<file path="config.mk">
export PLATFORM = sky130hd
export DESIGN_NAME = dma_transfer_sequencer
export DESIGN_NICKNAME = d
export VERILOG_FILES = /design/src/rtl/dma_transfer_sequencer.sv
export SDC_FILE = /design/constraint.sdc
export NUM_CORES = 1
export LEC_CHECK = 0
export ABC_AREA = 1
export CORE_MARGIN = 5
export CORE_UTILIZATION = 48
export DETAILED_ROUTE_END_ITERATION = 7
export GPL_TIMING_DRIVEN = 0
export PLACE_DENSITY = 0.87
export SYNTH_ARGS = -nofsm -noshare
export SYNTH_HDL_FRONTEND = slang
export SYNTH_SLANG_ARGS = --single-unit
</file>
<file path="constraint.sdc">
create_clock -name clk -period 2.3 [get_ports clk]
set_input_delay 0.46 -clock clk [delete_from_list [all_inputs] [get_ports clk]]
set_output_delay 0.46 -clock clk [all_outputs]
set_load 0.05 [all_outputs]
</file>
<file path="src/rtl/dma_transfer_sequencer.sv">
// dma_transfer_sequencer
//   Sequences the DMA generator's address and word-count datapath. An accepted
//   start loads a base address and a transfer count. The block then issues one
//   request per transfer. Each acknowledged transfer steps the address up or
//   down and counts the word counter down. The block also handles abort and
//   reports completion and address wrap-around.
//
// Ports
//   clk        rising-edge clock
//   res        asynchronous active-low reset
//   start      begin a block (sampled only in IDLE)
//   dir_up     1 = increment address, 0 = decrement (latched on start)
//   base_addr  first transfer address (latched on start)
//   word_cnt   number of transfers (latched on start)
//   ack        bus acknowledges the current transfer (sampled while req=1)
//   abort      terminate the block early (wins over a same-cycle ack)
//   req        transfer request at addr
//   addr       current transfer address
//   remaining  transfers still outstanding
//   busy       block in progress (LOAD or XFER)
//   done       one-cycle completion pulse
//   aborted    sticky: last block ended by abort
//   wrapped    sticky: address wrapped during last block
module dma_transfer_sequencer #(
  parameter int AW = 8,
  parameter int WW = 8
) (
  input  logic          clk,
  input  logic          res,
  input  logic          start,
  input  logic          dir_up,
  input  logic [AW-1:0] base_addr,
  input  logic [WW-1:0] word_cnt,
  input  logic          ack,
  input  logic          abort,
  output logic          req,
  output logic [AW-1:0] addr,
  output logic [WW-1:0] remaining,
  output logic          busy,
  output logic          done,
  output logic          aborted,
  output logic          wrapped
);

  localparam logic [1:0] S_IDLE = 2'd0;
  localparam logic [1:0] S_LOAD = 2'd1;
  localparam logic [1:0] S_XFER = 2'd2;
  localparam logic [1:0] S_DONE = 2'd3;

  logic [1:0]    state_q,   state_d;
  logic [AW-1:0] addr_q,    addr_d;
  logic [WW-1:0] rem_q,     rem_d;
  logic          dir_q,     dir_d;
  logic          aborted_q, aborted_d;
  logic          wrapped_q, wrapped_d;

  always_comb begin
    state_d   = state_q;
    addr_d    = addr_q;
    rem_d     = rem_q;
    dir_d     = dir_q;
    aborted_d = aborted_q;
    wrapped_d = wrapped_q;
    unique case (state_q)
      S_IDLE: begin
        if (start) begin
          state_d   = S_LOAD;
          dir_d     = dir_up;
          addr_d    = base_addr;
          rem_d     = word_cnt;
          aborted_d = 1'b0;
          wrapped_d = 1'b0;
        end
      end
      S_LOAD: begin
        if (abort) begin
          state_d   = S_DONE;
          aborted_d = 1'b1;
        end else if (rem_q == '0) begin
          state_d = S_DONE;
        end else begin
          state_d = S_XFER;
        end
      end
      S_XFER: begin
        // abort takes precedence: a coincident ack leaves addr/remaining alone
        if (abort) begin
          state_d   = S_DONE;
          aborted_d = 1'b1;
        end else if (ack) begin
          if (dir_q) begin
            addr_d = addr_q + AW'(1);
            if (addr_q == '1) wrapped_d = 1'b1;
          end else begin
            addr_d = addr_q - AW'(1);
            if (addr_q == '0) wrapped_d = 1'b1;
          end
          rem_d = rem_q - WW'(1);
          if (rem_q == WW'(1)) state_d = S_DONE;
        end
      end
      S_DONE: state_d = S_IDLE;
      default: state_d = S_IDLE;
    endcase
  end

  always_ff @(posedge clk or negedge res) begin
    if (!res) begin
      state_q   <= S_IDLE;
      addr_q    <= '0;
      rem_q     <= '0;
      dir_q     <= 1'b0;
      aborted_q <= 1'b0;
      wrapped_q <= 1'b0;
    end else begin
      state_q   <= state_d;
      addr_q    <= addr_d;
      rem_q     <= rem_d;
      dir_q     <= dir_d;
      aborted_q <= aborted_d;
      wrapped_q <= wrapped_d;
    end
  end

  assign req       = (state_q == S_XFER);
  assign busy      = (state_q == S_LOAD) || (state_q == S_XFER);
  assign done      = (state_q == S_DONE);
  assign addr      = addr_q;
  assign remaining = rem_q;
  assign aborted   = aborted_q;
  assign wrapped   = wrapped_q;

endmodule

</file>
==> reports/metrics.csv, run 1 <==
stage,metric,value,unit
run_status,outcome,"complete, no violations",
placement,detailed_place_hpwl,3.09,mm
worst_setup_path,ff2ff_setup_slack,0.48,ns
worst_setup_path,worst-path-max-fanout,5,
final_layout,areaGrowthSynthToFinish,31.8,%
placement,place_ws,0.199,ns
timing,timing.final.hold_violations,0,
logic_synthesis,yosysTopAreaCellShare,33.4,%
worst_setup_path,crit-reg2reg-capture,addr[6],
clock_tree,clock-sinks,21,
logic_synthesis,count_of_yosys_warnings_during_synthesis,0,
logic_synthesis,yosysTopAreaCell,dfrtp_1,
logic_synthesis,syn-cell-area,1570,sq um
floorplanning,top_level_ports,43,
worst_setup_path,end_kind,primary output,
logic_synthesis,synth_area_per_cell,6.90,sq um
flow_run,timing.max_cap.violations,0,
final_layout,fillerInstances,287,
worst_setup_path,critical_path_arrival,1.69,ns
hold_path,worst_hold_path.endpoint,aborted,
logic_synthesis,post_synth_num_cell_types,27,
logic_synthesis,synthCells,228,
floorplanning,chipWidth,67.2,um
logic_synthesis,post_synthesis_register_bit_count,21,
placement,placement.io_buffers,42,
routing,num_vias,1623,
logic_synthesis,synth_top_cells_by_count,"nand2_1 (70), nor2_1 (32), inv_1 (23)",
routing,drt-vias-per-instance,5.10,
clock_tree,clk_path_buf_depth,2,
timing,rsz0062_at_grt,false,
placement,place.gp.congestion,0.903,
routing,drtPass1Iterations,5,
floorplanning,floorplan.initialDensity,50.7,%
routing,wire_per_inst,12.7,um
timing,post-route-min-period,2.15,ns
final_layout,num-nets-final,311,
clock_tree,worst_setup_hold_path_clk_slew,0.12,ns
global_routing,aggregate_global_route_resource_usage,20.0,%
routing,drt.antenna.violating_nets,0,
clock_tree,clock_tree_from_tritoncts,done,
timing,max_freq,0.465,GHz
timing,relSlewSlack,35.1,%
timing,setup_violations,0,
logic_synthesis,yosysMostFrequentCell,nand2_1,
timing,fin_tns_setup,0,ns
logic_synthesis,postSynth.topFlopCell,dfrtp_1,
clock_tree,worstSkewPairLatency,0.31,ns
floorplanning,design.die.area,4520,sq um
hold_path,hold_path_class,reg2reg,
routing,drtIter0Drc,115,
timing,final_max_slew_viol_count,0,
timing,max_slew.worst_pin.slew,0.970,ns
timing,finClkSkew,0.00217,ns
hold_path,min_from,aborted,
worst_setup_path,worstReg2RegStart,dir_q,
global_routing,via_count_of_the_first_global_routing_pass,1591,
timing,finalWorstSetupSlack,0.151,ns
logic_synthesis,syn_nets,264,
global_routing,grt_overflow,0,
logic_synthesis,synth.area.top_cells,"dfrtp_1 (33%), nand2_1 (17%), ha_1 (10%), nor2_1 (7.6%), inv_1 (5.5%)",
clock_tree,cts_inserted_buffers,3,
worst_setup_path,ff2ff_path_depth,9,
timing,final_cycle_share,93.4,%
floorplanning,placeableCoreArea,3100,sq um
final_layout,count_of_inserted_antenna_diode_cells,0,
routing,drt-total-wl,4.05,mm
hold_path,holdPathStages,2,
floorplanning,die_h,67.2,um
global_routing,grt_pass1_wl,6.97,mm
worst_setup_path,worst-setup-path-type,reg2out,
clock_tree,cts_post_setup_buffers_inserted,0,
worst_setup_path,setup.worst_path.start_class,flop,
clock_tree,clock_tree.htree_level_count,1,
clock_tree,clock_tree.root_cell,clkbuf_4,
final_layout,post_route_cells_drive_above_1_share,3.65,%
floorplanning,placementRows,20,
clock_tree,cts_hold_buffers,0,
logic_synthesis,synth-async-reset-ratio,100,%
global_routing,maximum_number_of_pins_on_one_net_before_global_route_repair,22,
global_routing,antenna_found_initial,0,
logic_synthesis,synth_sequential_area_ratio,33.4,%
routing,route.detailed.drc,0,
worst_setup_path,required_time_of_the_worst_setup_path,1.84,ns
logic_synthesis,synth_enable_flop_cells,0,
==> timing repair <==
item | CTS | global route
gates resized for setup | 2 | 1
endpoints found under the setup margin | 2 | 1
pin swaps | 0 | 0
==> how the worst max path moves through the flow <==
stage                     from           end  slack [ns]  cells after the start
floorplan           state_q[0]  remaining[5]        0.40                     10
global placement    state_q[1]          busy        0.21                      3
detailed placement  state_q[1]          busy        0.20                      3
CTS                 state_q[1]          busy        0.09                      3
global route        state_q[1]          busy        0.02                      3
finish              state_q[0]          done        0.15                      2
==> layout by cell type, fill, tap and decap left out <==
cell type / synthesis / layout
a21boi_1: 1 / 1
a21oi_1: 6 / 6
a31oi_1: 3 / 3
buf_2: 1 / 1
buf_4: 1 / 1
buf_6: 1 / 1
clkbuf_1: 3 / 4
clkbuf_4: 0 / 3
clkdlybuf4s15_1: 0 / 1
clkdlybuf4s50_1: 0 / 40
clkinv_1: 1 / 1
dfrtp_1: 21 / 21
dlygate4sd2_1: 0 / 1
fa_1: 1 / 1
ha_1: 13 / 13
inv_1: 23 / 23
inv_2: 1 / 1
nand2_1: 70 / 70
nand2_2: 1 / 1
nand3_1: 16 / 16
nand3b_1: 2 / 2
nand4_1: 4 / 4
nor2_1: 32 / 32
o211ai_1: 5 / 5
o21ai_0: 9 / 9
o21ai_1: 6 / 6
o21ai_2: 1 / 1
o31ai_1: 1 / 1
or2_2: 1 / 1
xnor2_1: 1 / 1
xor2_1: 3 / 3
==> state kept, by name, summed over array words and instances, names as in the netlist <==
name and flops:
aborted 1, addr 8, dir_q 1, remaining 8, state_q 2, wrapped 1
==> routing by layer <==
layer | GRT usage, % | up-vias | part of all wire [%]
li1 | - | 829 | -
met2 | 35.1 | 46 | 49
met5 | 0 | - | 0
met1 | 24.6 | 741 | 44
met3 | 4.49 | 7 | 5.9
met4 | 5.06 | 0 | 1.3
==> cell families after synthesis <==
family | after synthesis | share of synthesized area [%]
AND/OR/NAND/NOR | 126 | 32.8
AO/OA/AOI/OAI | 32 | 11.8
buffers and inverters | 31 | 8.19
flip-flops | 21 | 33.4
adder cells (fa/ha/maj) | 14 | 11.6
XOR/XNOR | 4 | 2.23
==> layout make-up <==
class / instances / area [sq um] / share of cell area (%)
Sequential cell: 21 / 526 / 25.3
Tap cell: 44 / 55.1 / 2.66
Clock buffer: 4 / 26.3 / 1.27
Multi-Input combinational cell: 176 / 918 / 44.3
Timing Repair Buffer: 42 / 419 / 20.2
Buffer: 6 / 35.0 / 1.69
Inverter: 25 / 93.8 / 4.53
==> per-stage QoR <==
step                instances  hold slack, ns  cell area (sq um)  util, %
finish                    318           0.536               2070     66.8
global route              318           0.590               2070     66.8
CTS                       318           0.546               2070     66.8
detailed placement        314           0.518               2050     66.0
global placement          314           0.503               2050     66.0
floorplan                 228           0.164               1570        -
==> worst max-delay path, stage by stage (launching register included) <==
cell and delay [ns]:
dfrtp_1 0.43, ha_1 0.16, clkdlybuf4s50_1 0.80
Power of run 1 is not shown: default switching activity piles up to over one toggle a cycle in this logic, so the estimate is an artifact.
==> run 2: changes to the inputs <==
PLACE_DENSITY = 0.8   (was 0.87)
==> reports/metrics.csv, run 2 (synthesis results as in run 1) <==
stage,metric,value,unit,change
global_routing,via_count_of_the_first_global_routing_pass,1489,,-6.4%
final_layout,num-nets-final,311,,unchanged
global_routing,grt_pass1_wl,6.35,mm,-8.8%
worst_setup_path,ff2ff_setup_slack,0.44,ns,-0.04 ns
routing,drt-vias-per-instance,5.01,,-1.8%
worst_setup_path,end_kind,primary output,,
final_layout,footprint_of_the_multi_input_gates,918,sq um,unchanged
floorplanning,placementRows,20,,unchanged
worst_setup_path,critical_path_arrival,1.71,ns,+0.02 ns
routing,drtPass1Iterations,5,,unchanged
worst_setup_path,crit-reg2reg-capture,addr[4],,
timing,max_slew.worst_pin.slew,0.979,ns,+0.00923 ns
global_routing,aggregate_global_route_resource_usage,18.1,%,-1.9 points
global_routing,maximum_number_of_pins_on_one_net_before_global_route_repair,22,,unchanged
floorplanning,top_level_ports,43,,unchanged
floorplanning,placeableCoreArea,3100,sq um,unchanged
placement,place_ws,0.207,ns,+0.00812 ns
final_layout,layout.cells.most_common,nand2_1,,
timing,finalWorstSetupSlack,0.129,ns,-0.0222 ns
final_layout,areaGrowthSynthToFinish,31.8,%,unchanged
worst_setup_path,worst-setup-path-type,reg2out,,
routing,route.detailed.drc,0,,unchanged
timing,final_cycle_share,94.4,%,+0.96 points
worst_setup_path,timing.critical_path.from,state_q[0],,
floorplanning,floorplan.initialDensity,50.7,%,unchanged
timing,setup_violations,0,,unchanged
worst_setup_path,setup.worst_path.start_class,flop,,
timing,fin_tns_setup,0,ns,unchanged
routing,drt.antenna.violating_nets,0,,unchanged
global_routing,met2_demand_to_capacity_share_in_global_routing,32.9,%,-2.2 points
final_layout,post_route_cells_drive_above_1_share,4.01,%,+0.36 points
global_routing,global_route.peak_usage_layer,met2,,
run_status,outcome,"complete, no violations",,
worst_setup_path,ff2ff_path_depth,8,,-1
placement,detailed_place_hpwl,3.00,mm,-3.0%
final_layout,fillerInstances,294,,+2.4%
timing,max_freq,0.461,GHz,-1.0%
worst_setup_path,required_time_of_the_worst_setup_path,1.84,ns,about the same
clock_tree,worst_setup_hold_path_clk_slew,0.12,ns,about the same
worst_setup_path,worst-path-max-fanout,5,,unchanged
floorplanning,design.die.area,4520,sq um,unchanged
global_routing,grtUsageMet1,22.0,%,-2.7 points
final_layout,most-common-layout-cells,"nand2_1 (70), clkdlybuf4s50_1 (40), nor2_1 (32)",,
clock_tree,clock-sinks,21,,unchanged
floorplanning,die_h,67.2,um,unchanged
hold_path,hold_path_class,reg2reg,,
timing,finClkSkew,0.00792,ns,+0.00574 ns
routing,drtIter0Drc,74,,-36%
flow_run,timing.max_cap.violations,0,,unchanged
clock_tree,worstSkewPairLatency,0.31,ns,about the same
clock_tree,clock_tree.htree_level_count,1,,unchanged
worst_setup_path,worstReg2RegStart,dir_q,,
global_routing,grt_overflow,0,,unchanged
timing,relSlewSlack,34.5,%,-0.62 points
global_routing,gr-usage-met3,2.50,%,-2.0 points
timing,final_max_slew_viol_count,0,,unchanged
routing,num_vias,1594,,-1.8%
final_layout,layout.area.seq,526,sq um,unchanged
timing,timing.final.hold_violations,0,,unchanged
worst_setup_path,timing.critical_path.to,done,,
routing,wire_per_inst,12.2,um,-4.1%
placement,place.gp.congestion,0.857,,-5.0%
placement,placement.io_buffers,42,,unchanged
floorplanning,chipWidth,67.2,um,unchanged
clock_tree,clock_tree.root_cell,clkbuf_4,,
clock_tree,clock_tree_from_tritoncts,done,,
clock_tree,cts_post_setup_buffers_inserted,0,,unchanged
final_layout,count_of_inserted_antenna_diode_cells,0,,unchanged
timing,post-route-min-period,2.17,ns,+0.0222 ns
global_routing,antenna_found_initial,0,,unchanged
clock_tree,clk_path_buf_depth,2,,unchanged
clock_tree,cts_inserted_buffers,3,,unchanged
routing,drt-total-wl,3.88,mm,-4.1%
timing,rsz0062_at_grt,false,,
[run 2: cell types whose count changed in the layout (fill, tap and decap cells not counted)]
cell / before / now
clkdlybuf4s15_1: 1 / 0
clkbuf_1: 4 / 3
dlygate4sd2_1: 1 / 2
clkinv_2: 0 / 1
[run 2: routing by layer]
layer	wire length [um]	vias up
met2	1960	43
met1	1700	722
met4	33	0
met3	188	4
met5	0	-
li1	-	825
[run 2: worst min-delay path by stage]
stage / startpoint / to / slack [ns] / cells past startpoint
after detailed placement: aborted / aborted / 0.50 / 2
after CTS: aborted / aborted / 0.53 / 2
after global routing: wrapped / wrapped / 0.56 / 2
final: aborted / aborted / 0.53 / 2
after global placement: aborted / aborted / 0.50 / 2
after floorplan: res / aborted / 0.16 / 0
[run 2: metrics by stage]
stage	utilization [%]	cell area (sq um)	instances	hold slack, ns
floorplan	-	1570	228	0.164
global placement	66.0	2050	314	0.495
detailed placement	66.0	2050	314	0.499
CTS	66.8	2070	318	0.528
global route	66.8	2070	318	0.561
finish	66.8	2070	318	0.531
[run 2: final cells by class]
| type | instances | area share, % |
|---|---|---|
| tap | 44 | 2.66 |
| clock inverter | 1 | 0.241 |
| multi-input combinational | 176 | 44.3 |
| timing repair buffer | 42 | 20.2 |
| buffer | 6 | 1.69 |
| sequential | 21 | 25.3 |
| inverter | 25 | 4.53 |
| clock buffer | 3 | 1.09 |
[run 2: timing repair]
action	CTS	global route
gates resized for setup	2	0
hold buffers	0	0
endpoints found under the setup margin	2	0
[run 2: critical path, cell delays in order, from the launching register on]
cell and delay, ns:
dfrtp_1 0.43, ha_1 0.17, clkdlybuf4s50_1 0.80
Power of run 2 is left out for the same reason.
==> run 3: changes to the inputs <==
CORE_ASPECT_RATIO = 1.25   (was default)
CTS_CLUSTER_SIZE = 10   (was default)
==> reports/metrics.csv, run 3 (synthesis results as in run 1) <==
stage,metric,value,unit,change
timing,final_cycle_share,92.3,%,-2.1 points
worst_setup_path,critical_path_arrival,1.66,ns,-0.05 ns
hold_path,hold_path_class,reg2reg,,
routing,drt.antenna.violating_nets,0,,unchanged
timing,relSlewSlack,34.7,%,+0.17 points
final_layout,final_core_util,65.2,%,-1.6 points
worst_setup_path,required_time_of_the_worst_setup_path,1.84,ns,about the same
timing,setup_violations,0,,unchanged
floorplanning,design.die.area,4530,sq um,+0.17%
placement,placement.io_buffers,42,,unchanged
worst_setup_path,timing.critical_path.cells,ha_1 > clkdlybuf4s50_1,,
timing,max_slew.worst_pin.slew,0.977,ns,-0.00260 ns
clock_tree,worstSkewPairLatency,0.26,ns,-0.05 ns
clock_tree,worst_setup_hold_path_clk_slew,0.08,ns,-0.04 ns
routing,drt-vias-per-instance,5.18,,+3.3%
timing,max_freq,0.471,GHz,+2.2%
worst_setup_path,critPathMaxStageDelay,0.80,ns,about the same
timing,rsz0062_at_grt,false,,
worst_setup_path,worst-path-max-fanout,5,,unchanged
routing,drtPass1Iterations,4,,-1
floorplanning,placementRows,23,,+15%
routing,num_vias,1610,,+1.0%
worst_setup_path,critPathBufInv,1,,unchanged
placement,place_area,2040,sq um,-0.43%
timing,timing.final.hold_violations,0,,unchanged
floorplanning,floorplan.initialDensity,49.2,%,-1.4 points
floorplanning,placeableCoreArea,3190,sq um,+2.9%
placement,place.gp.congestion,0.868,,+1.3%
worst_setup_path,crit_family,buffers and inverters,,
final_layout,post_route_cells_drive_above_1_share,3.65,%,-0.36 points
clock_tree,clock_tree.root_cell,clkbuf_8,,
routing,drtIter0Drc,113,,+53%
clock_tree,cts_hold_buffers,0,,unchanged
clock_tree,clk_path_buf_depth,2,,unchanged
clock_tree,cts_inserted_buffers,3,,unchanged
final_layout,post-route-cell-area,2080,sq um,+0.42%
worst_setup_path,worst_path_max_delay_cell,clkdlybuf4s50_1,,
run_status,outcome,"complete, no violations",,
clock_tree,clock_tree_from_tritoncts,done,,
final_layout,count_of_inserted_antenna_diode_cells,0,,unchanged
floorplanning,top_level_ports,43,,unchanged
global_routing,aggregate_global_route_resource_usage,18.1,%,-0.023 points
placement,detailed_place_hpwl,2.97,mm,-1.0%
floorplanning,die_h,74,um,+10%
worst_setup_path,ff2ff_setup_slack,0.42,ns,-0.02 ns
global_routing,via_count_of_the_first_global_routing_pass,1488,,-0.067%
worst_setup_path,setup.worst_path.start_class,flop,,
routing,wire_per_inst,12.4,um,+1.6%
worst_setup_path,ff2ff_path_depth,9,,+1
global_routing,antenna_found_initial,0,,unchanged
hold_path,min_from,aborted,,
timing,final_max_slew_viol_count,0,,unchanged
worst_setup_path,worst-setup-path-type,reg2out,,
timing,fin_tns_setup,0,ns,unchanged
routing,drt-total-wl,3.86,mm,-0.62%
final_layout,most-common-layout-cells,"nand2_1 (70), clkdlybuf4s50_1 (40), nor2_1 (32)",,
worst_setup_path,end_kind,primary output,,
timing,finClkSkew,0.00137,ns,-0.00655 ns
hold_path,worst_hold_path.endpoint,aborted,,
worst_setup_path,crit-reg2reg-capture,addr[6],,
final_layout,num-nets-final,311,,unchanged
timing,post-route-min-period,2.12,ns,-0.0473 ns
flow_run,timing.max_cap.violations,0,,unchanged
clock_tree,clock_tree.htree_level_count,1,,unchanged
final_layout,areaGrowthSynthToFinish,32.4,%,
floorplanning,chipWidth,61.2,um,-9.0%
placement,placed_instance_count,307,,-2.2%
clock_tree,clock-sinks,21,,unchanged
global_routing,grt_pass1_wl,6.35,mm,unchanged
routing,route.detailed.drc,0,,unchanged
global_routing,maximum_number_of_pins_on_one_net_before_global_route_repair,22,,unchanged
worst_setup_path,worstReg2RegStart,dir_q,,
final_layout,number_of_standard_cells_in_the_layout_taps_in_and_fillers_out,311,,-2.2%
global_routing,grt_overflow,0,,unchanged
final_layout,layout.cells.most_common,nand2_1,,
hold_path,holdPathStages,2,,unchanged
run 3: cell count changes in the layout (fill, tap and decap cells not counted), sizes merged:
cell,delta
clkinv,-1
clkbuf,+1
run 3: per-stage QoR:
step                      hold WS (ns)  setup slack, ns
after floorplan                  0.164            0.397
after global placement           0.500            0.202
after detailed placement         0.510            0.198
after CTS                        0.527            0.173
after global routing             0.576           0.0706
final                            0.522            0.176
run 3: worst max path at each step:
stage | startpoint | endpoint | slack (ns) | depth (start not counted)
2_1_floorplan | state_q[0] | remaining[5] | 0.40 | 10
3_3_place_gp | state_q[0] | req | 0.20 | 3
3_5_place_dp | state_q[0] | req | 0.20 | 3
4_1_cts | state_q[0] | done | 0.17 | 2
5_1_grt | state_q[0] | busy | 0.07 | 3
6_report | state_q[0] | done | 0.18 | 2
run 3: layout make-up:
cell class,instances,area (sq um)
Fill cell,289,1110
Multi-Input combinational cell,176,918
Sequential cell,21,526
Timing Repair Buffer,42,418
Inverter,25,93.8
Tap cell,37,46.3
Clock buffer,4,45.0
Buffer,6,35.0
run 3: worst register-to-register path: stages (launching register included):
cell and delay, ns:
dfrtp_1 0.41, inv_1 0.29, ha_1 0.34, or2_2 0.32, nand3b_1 0.13, nand2_1 0.06, nand2_1 0.05, nand3_1 0.06
nand2_1 0.08, nand2_1 0.05
run 3: metal layers:
metal	global-route usage, %	share of wire [%]	vias up
met5	0	0	-
met4	3.37	0.80	0
met3	2.26	3.4	4
met2	31.9	50	33
met1	23.5	46	746
li1	-	-	827
run 3: timing repair:
item,4_1_cts,5_1_grt
endpoints found under the hold margin,0,0
buffers inserted,0,0
gates resized for setup,2,0
setup endpoints to repair,2,0
Power of run 3 is left out for the same reason.
